[src/rtl/stepper_pkg.sv]
// Shared definitions for the stepper drive path: move-FSM encoding, default timing and phase table.
package stepper_pkg;

    typedef enum logic [1:0] {
        ST_IDLE   = 2'd0,
        ST_RUN    = 2'd1,
        ST_SETTLE = 2'd2,
        ST_DONE   = 2'd3
    } state_t;

    localparam logic [31:0] PERIOD_START_DEF  = 32'd200000;
    localparam logic [31:0] PERIOD_MIN_DEF    = 32'd50000;
    localparam logic [31:0] RAMP_STEP_DEF     = 32'd2000;
    localparam logic [31:0] SETTLE_CYCLES_DEF = 32'd1000;
    localparam int unsigned STEPS_W_DEF       = 16;
    localparam int unsigned POS_W_DEF         = 24;

    // Full-step coil pattern {A, B, A-, B-} used by the phase sequencer, one entry per strobe.
    localparam logic [3:0][3:0] PHASE_TABLE = {4'b1001, 4'b0011, 4'b0110, 4'b1100};

endpackage

[src/rtl/step_rate_gen.sv]
// Step-interval generator: tick counter, period register and trapezoidal ramp arithmetic.
module step_rate_gen
    import stepper_pkg::*;
#(
    parameter logic [31:0] PERIOD_START = PERIOD_START_DEF,
    parameter logic [31:0] PERIOD_MIN   = PERIOD_MIN_DEF,
    parameter logic [31:0] RAMP_STEP    = RAMP_STEP_DEF,
    parameter int unsigned STEPS_W      = STEPS_W_DEF
) (
    input  logic               clk,
    input  logic               rst,
    input  logic               start,
    input  logic               run,
    input  logic               stop,
    input  logic [STEPS_W-1:0] remaining,
    output logic               strobe_c
);

    logic [31:0]        tick;
    logic [31:0]        period;
    logic [31:0]        period_up;
    logic [31:0]        period_dn;
    logic [STEPS_W-1:0] ramp_cnt;
    logic [STEPS_W-1:0] rem_next;

    assign rem_next = remaining - STEPS_W'(1);
    assign strobe_c = run && !stop && (tick == period - 32'd1);

    // Clamped ramp neighbours; period always lies in [PERIOD_MIN, PERIOD_START] while running.
    assign period_up = (PERIOD_START - period <= RAMP_STEP) ? PERIOD_START : period + RAMP_STEP;
    assign period_dn = (period - PERIOD_MIN <= RAMP_STEP) ? PERIOD_MIN : period - RAMP_STEP;

    always_ff @(posedge clk or negedge rst) begin
        if (!rst) begin
            tick     <= 32'd0;
            period   <= 32'd0;
            ramp_cnt <= '0;
        end else if (start) begin
            // The accept cycle counts as the first tick, so the strobe register
            // fires PERIOD_START cycles after the accept cycle.
            tick     <= 32'd1;
            period   <= PERIOD_START;
            ramp_cnt <= '0;
        end else if (strobe_c) begin
            tick <= 32'd0;
            if (rem_next != '0) begin
                if (rem_next <= ramp_cnt) begin
                    period   <= period_up;
                    ramp_cnt <= ramp_cnt - STEPS_W'(1);
                end else if (period > PERIOD_MIN) begin
                    period   <= period_dn;
                    ramp_cnt <= ramp_cnt + STEPS_W'(1);
                end
            end
        end else if (run) begin
            tick <= tick + 32'd1;
        end
    end

endmodule

[src/rtl/step_move_ctrl.sv]
// Move sequencer: accepts move commands, drives step strobes with a speed ramp, tracks position.
module step_move_ctrl
    import stepper_pkg::*;
#(
    parameter logic [31:0] PERIOD_START  = PERIOD_START_DEF,
    parameter logic [31:0] PERIOD_MIN    = PERIOD_MIN_DEF,
    parameter logic [31:0] RAMP_STEP     = RAMP_STEP_DEF,
    parameter logic [31:0] SETTLE_CYCLES = SETTLE_CYCLES_DEF,
    parameter int unsigned STEPS_W       = STEPS_W_DEF,
    parameter int unsigned POS_W         = POS_W_DEF
) (
    input  logic               clk,
    input  logic               rst,
    input  logic               cmd_valid,
    output logic               cmd_ready,
    input  logic               cmd_dir,
    input  logic [STEPS_W-1:0] cmd_steps,
    input  logic               abort,
    input  logic               zero_pos,
    output logic               step_pulse,
    output logic               step_dir,
    output logic               busy,
    output logic               done,
    output logic               aborted,
    output logic [POS_W-1:0]   position
);

    state_t             state;
    state_t             state_nx;
    logic [STEPS_W-1:0] remaining;
    logic [31:0]        settle_cnt;
    logic               accept_c;
    logic               strobe_c;
    logic               cmd_ready_nx;
    logic               busy_nx;
    logic               done_nx;

    assign accept_c = (state == ST_IDLE) && cmd_valid;

    step_rate_gen #(
        .PERIOD_START (PERIOD_START),
        .PERIOD_MIN   (PERIOD_MIN),
        .RAMP_STEP    (RAMP_STEP),
        .STEPS_W      (STEPS_W)
    ) u_rate (
        .clk       (clk),
        .rst       (rst),
        .start     (accept_c),
        .run       (state == ST_RUN),
        .stop      (abort),
        .remaining (remaining),
        .strobe_c  (strobe_c)
    );

    always_ff @(posedge clk or negedge rst) begin
        if (!rst) state <= ST_IDLE;
        else      state <= state_nx;
    end

    always_comb begin
        state_nx = state;
        unique case (state)
            ST_IDLE:   if (cmd_valid) state_nx = (cmd_steps == '0) ? ST_DONE : ST_RUN;
            ST_RUN:    if (abort || (strobe_c && remaining == STEPS_W'(1))) state_nx = ST_SETTLE;
            ST_SETTLE: if (settle_cnt >= SETTLE_CYCLES - 32'd1) state_nx = ST_DONE;
            ST_DONE:   state_nx = ST_IDLE;
            default:   state_nx = ST_IDLE;
        endcase
    end

    // done trails the DONE state by one cycle; busy and cmd_ready follow the next state.
    always_comb begin
        cmd_ready_nx = 1'b0;
        busy_nx      = 1'b0;
        done_nx      = 1'b0;
        cmd_ready_nx = (state_nx == ST_IDLE);
        busy_nx      = (state_nx != ST_IDLE);
        done_nx      = (state == ST_DONE);
    end

    always_ff @(posedge clk or negedge rst) begin
        if (!rst) begin
            cmd_ready  <= 1'b0;
            busy       <= 1'b0;
            done       <= 1'b0;
            step_pulse <= 1'b0;
        end else begin
            cmd_ready  <= cmd_ready_nx;
            busy       <= busy_nx;
            done       <= done_nx;
            step_pulse <= strobe_c;
        end
    end

    // Move datapath: command latch, remaining count, position, abort flag, settle timer.
    always_ff @(posedge clk or negedge rst) begin
        if (!rst) begin
            step_dir   <= 1'b0;
            remaining  <= '0;
            aborted    <= 1'b0;
            position   <= '0;
            settle_cnt <= 32'd0;
        end else begin
            if (state == ST_IDLE && zero_pos) position <= '0;
            if (accept_c) begin
                step_dir  <= cmd_dir;
                remaining <= cmd_steps;
                aborted   <= 1'b0;
            end
            if (state == ST_RUN) begin
                if (abort) begin
                    aborted <= 1'b1;
                end else if (strobe_c) begin
                    remaining <= remaining - STEPS_W'(1);
                    position  <= step_dir ? position + POS_W'(1) : position - POS_W'(1);
                end
            end
            // Settle time is measured from the cycle the last strobe is seen.
            if (state != ST_SETTLE && state_nx == ST_SETTLE) settle_cnt <= 32'd1;
            else if (state == ST_SETTLE)                     settle_cnt <= settle_cnt + 32'd1;
        end
    end

endmodule

[config.mk]
export PLATFORM = sky130hd
export DESIGN_NAME = step_move_ctrl
export DESIGN_NICKNAME = d
export VERILOG_FILES = /design/src/rtl/stepper_pkg.sv /design/src/rtl/step_rate_gen.sv /design/src/rtl/step_move_ctrl.sv
export SDC_FILE = /design/constraint.sdc
export NUM_CORES = 1
export LEC_CHECK = 0
export CAP_MARGIN = 20
export CORE_AREA = 4 4 165 167
export DETAILED_ROUTE_END_ITERATION = 8
export DIE_AREA = 0 0 169 171
export GPL_TIMING_DRIVEN = 0
export PLACE_DENSITY = 0.65
export SLEW_MARGIN = 20
export SYNTH_ARGS = -nofsm -noshare
export SYNTH_HDL_FRONTEND = slang
export SYNTH_SLANG_ARGS = --single-unit
[constraint.sdc]
create_clock -name clk -period 6.8 [get_ports clk]
set_input_delay 0.68 -clock clk [delete_from_list [all_inputs] [get_ports clk]]
set_output_delay 0.68 -clock clk [all_outputs]
set_load 0.01 [all_outputs]
==> out/metrics.cfg, run 1 <==
[synthesis]
synth_mux_area_frac = 0.01681
synth_top_family_by_area = simple AND/OR/NAND/NOR gates
synth_cell_types = 83
ys_warn_count = 0
synth_fa_ha_area_frac = 0.06841
yosys_register_bits = 156
synthesis.instances = 1554
synth_xor_area_frac = 0.08838
synth_compound_area_frac = 0.2172
synth.yosys.seq_area_share = 0.3085
yosys.area_share.simple = 0.2551
synth.avg_cell_area_um2 = 8.144
async_flop_share = 1.000
synth_edf_count = 0
synth_flop_cell = dfrtp_1
netlist_area_mm2 = 0.01266
synth_fp_nets = 1644

[cts]
clock_path_buffers = 2
tritoncts = yes
postCtsSetupBuffers = 0
clk_latency_ps = 450
clk_pin_slew_ps = 80
clock-root-buffer = clkbuf_16
cts_sinks = 156
htree_levels = 4
cts_buffers = 17

[finish]
layout-drive-gt1-share = 0.05379
n_antenna_cell = 0
fin_nets = 1714
area_delta_synth_final_pct = 12.73
instances_no_fill = 1971

[sta]
rsz0062_at_grt = false
fin_crit_ps = 6411
slew_headroom = 0.2748
hold_violations = 0
setup_viol = 0
final.setup_skew_ps = 19.46
clock.fmax_ghz = 0.1560
fin_crit_sh = 0.9428
worstMarginPinSlew_ps = 1074
setup_ws_ps = 389.1
slew_viol_final = 0

[flow_run]
timing.max_cap.violations = 0

[routing]
wl_per_cell_um = 19.85
avgViaCountPerCell = 6.206
drtPass1Iterations = 6
drt-total-wl_mm = 39.12
drc = 0
drt-initial-drc-count = 1162
num_vias = 12230
ant_nets = 0

[power_and_ir_drop]
p_clk_frac = 0.255
power_switching_share = 0.4425
internal_power_mw = 2.305
vdd_ir_drop_max_mv = 0.2250
pwr_density_cell_mw_per_mm2 = 289.8
cellLeakagePower_nw = 5.840
comb_power_share = 0.465
total_power_mw = 4.134
switching_power_mw = 1.829
seq_power_share = 0.281

[placement]
port_buffers = 51
gp_congestion = 0.9645
pre_cts_slack_ps = -193.7
dp.cells = 1941
place_hpwl_mm = 29.08

[global_routing]
grt_pass1_vias = 11660
grt_overflow = 0
grt_pass1_wl_mm = 63.30
antenna_found_initial = 0
grt_max_degree = 81
track_usage = 0.2705

[critical_path]
cp_max_fo = 26
critPathTopFamily = simple AND/OR/NAND/NOR gates
setup.worst_path.class = register to register
crit_chain = inv_1, ha_1, or3b_2, clkbuf_1, nor2_1, xnor2_1, inv_1, ha_1, nand4_1, a211oi_1, or4_1, nand2_2, clkbuf_4, ha_1, a211o_1, a2111oi_1, or3_1, a31oi_1, a41oi_1, o21bai_1, xnor2_1, or3_1, o21ai_1
start_kind = register
cp-startpoint = remaining[0]$_DFF_PN0_
crit_path_end_kind = register
cp_slowest_cell = or4_1
critical_path.most_common_cell = ha_1
rr_startpoint = remaining[0]$_DFF_PN0_
worstPathRequired_ps = 7170
crit_buf_inv = 4
cpPeakStageDelay_ps = 660
arrival_ps = 6790

[hold_path]
hp-class = primary input to async pin

[floorplan]
die_h_um = 171
die_x_um = 169
std_cell_rows = 59
pin_count = 52
start_util = 0.4912
die_area_mm2 = 0.02890
core-area_mm2 = 0.02576

[run_status]
outcome = finished clean

==> registers in the layout, summed over array words and instances (netlist names) <==
signal,cells
state,2
cmd_ready,1
u_rate.tick,32
step_pulse,1
aborted,1
u_rate.ramp_cnt,16
settle_cnt,32
u_rate.period,28
done,1
remaining,16
busy,1
position,24
step_dir,1
==> final timing paths <==
check	slack, ps	cells after the start	endpoint
worst max-delay path	390	23	u_rate.ramp_cnt[15]$_DFFE_PN0P_
worst min-delay path	190	1	position[15]$_DFF_PN0_
worst max register to register	390	23	u_rate.ramp_cnt[15]$_DFFE_PN0P_
worst min register to register	510	1	position[23]$_DFF_PN0_
max in group asynchronous	5770	2	u_rate.tick[23]$_DFFE_PN0P_
min in group clk	510	1	position[23]$_DFF_PN0_
==> per-layer routing <==
layer  up-vias  part of all wire  GRT usage
met5         -                 0          0
met4         0             0.026    0.07175
met3        79             0.061    0.04274
met2       446              0.46     0.4401
met1      5812              0.45     0.3781
li1       5895                 -          -
==> synthesized netlist by cell type (all sizes together) (7+ instances only) <==
cell type | count | area [um^2]
a2111oi | 10 | 112.6
and3 | 20 | 125.1
a31oi | 18 | 112.6
mux2i | 19 | 190.2
clkbuf | 71 | 266.5
o21ai | 131 | 659.4
o21a | 7 | 52.55
xor2 | 62 | 543.0
nand4 | 36 | 231.5
nor2b | 15 | 93.84
buf | 18 | 86.33
ha | 66 | 825.8
or4 | 20 | 153.9
or3 | 31 | 198.9
dfrtp | 156 | 3904
nor3 | 47 | 250.2
o2111ai | 7 | 61.31
a211o | 7 | 61.31
nand2b | 14 | 87.58
or2 | 17 | 106.4
nand2 | 113 | 424.2
and4 | 8 | 70.07
nor4 | 34 | 264.0
a21o | 26 | 195.2
inv | 60 | 225.2
a21oi | 89 | 445.4
nor2 | 128 | 488.0
xnor2 | 63 | 551.8
a211oi | 14 | 105.1
and2 | 13 | 81.33
o211ai | 39 | 292.8
nand3 | 93 | 465.5
==> stage by stage <==
stage	TNS, ps	utilization	cell area, um^2	hold WS [ps]
after detailed placement	-193.7	0.5291	13630	503.0
after CTS	0	0.5534	14260	240.0
after floorplan	0	-	12660	384.4
after global routing	0	0.5538	14270	246.8
final	0	0.5538	14270	186.3
after global placement	-279300	0.5273	13590	496.0
==> placed cells by master, fill, tap and decap left out, types with 19 or more instances in the layout <==
cell / Yosys / final
a21o_1: 26 / 26
a21oi_1: 89 / 89
and3_1: 20 / 20
clkbuf_1: 71 / 69
clkdlybuf4s50_1: 0 / 50
dfrtp_1: 156 / 156
ha_1: 66 / 66
inv_1: 59 / 59
mux2i_1: 19 / 19
nand2_1: 113 / 112
nand3_1: 93 / 93
nand4_1: 35 / 35
nor2_1: 127 / 127
nor3_1: 44 / 44
nor4_1: 30 / 27
o211ai_1: 39 / 39
o21ai_0: 124 / 124
or3_1: 30 / 30
or4_1: 19 / 19
xnor2_1: 63 / 63
xor2_1: 62 / 62
==> power by group through the flow <==
stage | sequential [mW] | combinational, mW | clock [mW]
2_1_floorplan | 1.15 | 1.36 | 0
3_3_place_gp | 1.17 | 1.84 | 0
3_5_place_dp | 1.17 | 1.89 | 0
4_1_cts | 1.15 | 1.89 | 1.07
5_1_grt | 1.18 | 2.14 | 1.11
6_report | 1.16 | 1.92 | 1.05
==> final cells by class <==
class                           count  area [um^2]
Inverter                           60        225.2
Multi-Input combinational cell   1249         8197
Sequential cell                   156         3904
Fill cell                        2430        11500
Clock buffer                       17        425.4
Buffer                             88        352.8
Timing Repair Buffer               52        543.0
Clock inverter                     14        201.4
Tap cell                          335        419.2
==> kinds of logic (layout without fill, tap and decap cells) <==
group | after synthesis | in the layout
compound gates | 423 | 423
xor+xnor | 126 | 126
fa+ha+maj | 68 | 68
buf+inv | 149 | 231
flops | 156 | 156
mux | 21 | 21
simple gates | 611 | 611
==> what timing repair did <==
| action | 4_1_cts | 5_1_grt |
|---|---|---|
| endpoints found under the setup margin | 2 | 4 |
| hold buffers | 0 | 0 |
| gates resized for setup | 1 | 3 |
| hold endpoints to repair | 0 | 0 |
(Power assumes the default switching activity.)
==> run 2: changes to the inputs <==
- SKIP_CTS_REPAIR_TIMING: unset -> 1
==> out/metrics.cfg, run 2 (same netlist as run 1, synthesis figures left out) <==
[power_and_ir_drop]
comb_power_share = 0.466  ; about the same
p_clk_frac = 0.255  ; about the same
seq_power_share = 0.280  ; about the same
pwr_density_cell_mw_per_mm2 = 290.7  ; +0.32%
cellLeakagePower_nw = 5.845  ; about the same
internal_power_mw = 2.316  ; +0.48%
power_switching_share = 0.4418  ; -0.0006393
vdd_ir_drop_max_mv = 0.2251  ; about the same
switching_power_mw = 1.833  ; +0.22%

[routing]
wl_per_cell_um = 19.87  ; about the same
ant_nets = 0  ; unchanged
avgViaCountPerCell = 6.232  ; +0.42%
drc = 0  ; unchanged
drt-initial-drc-count = 1103  ; -5.1%
drtPass1Iterations = 8  ; +2
num_vias = 12290  ; +0.47%
drt-total-wl_mm = 39.17  ; +0.14%

[floorplan]
core-area_mm2 = 0.02576  ; unchanged
die_h_um = 171  ; unchanged
start_util = 0.4912  ; unchanged
std_cell_rows = 59  ; unchanged
die_area_mm2 = 0.02890  ; unchanged
die_x_um = 169  ; unchanged
pin_count = 52  ; unchanged

[sta]
slew_headroom = 0.2755  ; +0.0006830
setup_viol = 0  ; unchanged
slew_viol_final = 0  ; unchanged
final.setup_skew_ps = 16.16  ; -3.307 ps
holdWs_ps = 185.1  ; -1.216 ps
worstMarginPinSlew_ps = 1073  ; -1.011 ps
rsz0062_at_grt = false
fin_crit_ps = 6354  ; -56.83 ps
clock.fmax_ghz = 0.1574  ; +0.89%
fin_crit_sh = 0.9344  ; -0.008358
hold_violations = 0  ; unchanged

[placement]
dpl_cell_area_mm2 = 0.01363  ; unchanged
place_hpwl_mm = 29.08  ; unchanged
gp_congestion = 0.9645  ; unchanged
port_buffers = 51  ; unchanged

[finish]
nFillCells = 2429  ; -0.041%
layout-drive-gt1-share = 0.05376  ; about the same
fin_nets = 1715  ; +0.058%
stdcell_area_mm2 = 0.01427  ; about the same
area_delta_synth_final_pct = 12.78  ; about the same
n_antenna_cell = 0  ; unchanged
final_cell_mix = dfrtp_1 (156), nor2_1 (127), o21ai_0 (124), nand2_1 (113), nand3_1 (93)
top_regs = settle_cnt x32, u_rate.tick x32, u_rate.period x28
layout_commonest_cell = dfrtp_1

[critical_path]
crit_buf_inv = 5  ; +1
rrSetupSlack_ps = 450  ; +60 ps
start_kind = register
crit_path_end_kind = register
critPathTopFamily = simple AND/OR/NAND/NOR gates
cp_max_fo = 26  ; unchanged
critical_path.most_common_cell = ha_1
cp_slowest_cell = or4_1
cpPeakStageDelay_ps = 660  ; about the same
arrival_ps = 6730  ; -60 ps
setup.worst_path.class = register to register
crit_chain = inv_1, ha_1, or3b_2, clkbuf_1, nor2_1, xnor2_1, inv_1, ha_1, nand4_1, a211oi_1, or4_1, nand2_1, clkbuf_2, buf_6, ha_1, a211o_1, a2111oi_1, or3_1, a31oi_1, a41oi_1, o21bai_1, xnor2_1, or3_1, o21ai_1
worstPathRequired_ps = 7180  ; about the same

[global_routing]
grt_max_degree = 81  ; unchanged
antenna_found_initial = 0  ; unchanged
track_usage = 0.2704  ; about the same
grt_pass1_wl_mm = 63.30  ; unchanged
grt_overflow = 0  ; unchanged
grt_pass1_vias = 11660  ; +0.060%

[cts]
clk_latency_ps = 450  ; about the same
tritoncts = yes
clock_path_buffers = 2  ; unchanged
cts_buffers = 17  ; unchanged
clock-root-buffer = clkbuf_16
clk_pin_slew_ps = 80  ; about the same
cts_sinks = 156  ; unchanged
htree_levels = 4  ; unchanged

[hold_path]
hp-class = primary input to async pin

[run_status]
outcome = finished clean

[flow_run]
timing.max_cap.violations = 0  ; unchanged

-- run 2: worst paths after layout --
kind                                   startpoint                         endpoint  depth (start not counted)
setup / recovery           remaining[0]$_DFF_PN0_  u_rate.ramp_cnt[15]$_DFFE_PN0P_                         24
hold / removal                                rst           position[15]$_DFF_PN0_                          1
setup reg to reg           remaining[0]$_DFF_PN0_  u_rate.ramp_cnt[15]$_DFFE_PN0P_                         24
hold reg to reg            position[23]$_DFF_PN0_           position[23]$_DFF_PN0_                          1
max in group asynchronous                     rst      u_rate.tick[23]$_DFFE_PN0P_                          2
min in group clk           position[23]$_DFF_PN0_           position[23]$_DFF_PN0_                          1
-- run 2: power by group through the flow --
stage               Combinational [mW]  Sequential [mW]  Clock [mW]
CTS                               1.90             1.15        1.07
floorplan                         1.36             1.15           0
finish                            1.93             1.16        1.06
global route                      2.15             1.18        1.11
global placement                  1.84             1.17           0
detailed placement                1.89             1.17           0
-- run 2: per-stage QoR --
| stage | instances | total power, mW | setup slack [ps] | utilization | TNS (ps) |
|---|---|---|---|---|---|
| final | 1972 | 4.149 | 445.9 | 0.5540 | 0 |
| after global routing | 1972 | 4.435 | 31.16 | 0.5540 | 0 |
| after CTS | 1972 | 4.116 | -235.6 | 0.5534 | -243.9 |
| after detailed placement | 1941 | 3.054 | -193.7 | 0.5291 | -193.7 |
| after global placement | 1940 | 3.011 | -1793 | 0.5273 | -279300 |
| after floorplan | 1554 | 2.509 | 777.2 | - | 0 |
-- run 2: metal layers --
layer,up-vias,routed length (um),GRT usage
li1,5900,-,-
met1,5835,17820,0.3783
met2,478,17950,0.4401
met3,77,2394,0.03859
met4,0,1008,0.07700
met5,-,0,0
-- run 2: cell type report --
| type | count | area [um^2] | area share |
|---|---|---|---|
| Multi-Input combinational cell | 1249 | 8194 | 0.5741 |
| Sequential cell | 156 | 3904 | 0.2735 |
| Timing Repair Buffer | 52 | 543.0 | 0.03804 |
| Clock buffer | 17 | 425.4 | 0.02980 |
| Tap cell | 335 | 419.2 | 0.02937 |
| Buffer | 89 | 361.6 | 0.02533 |
| Inverter | 60 | 225.2 | 0.01578 |
| Clock inverter | 14 | 201.4 | 0.01411 |
-- run 2: worst reg2reg max path, cell delays in order, from the launching register on --
cell and delay, ps:
dfrtp_1 470, inv_1 130, ha_1 270, or3b_2 460
clkbuf_1 200, nor2_1 160, xnor2_1 190, inv_1 130
ha_1 310, nand4_1 130, a211oi_1 50, or4_1 660
nand2_1 180, clkbuf_2 310, buf_6 310, ha_1 300
a211o_1 320, a2111oi_1 460, or3_1 220, a31oi_1 150
a41oi_1 250, o21bai_1 100, xnor2_1 140, or3_1 310
o21ai_1 80
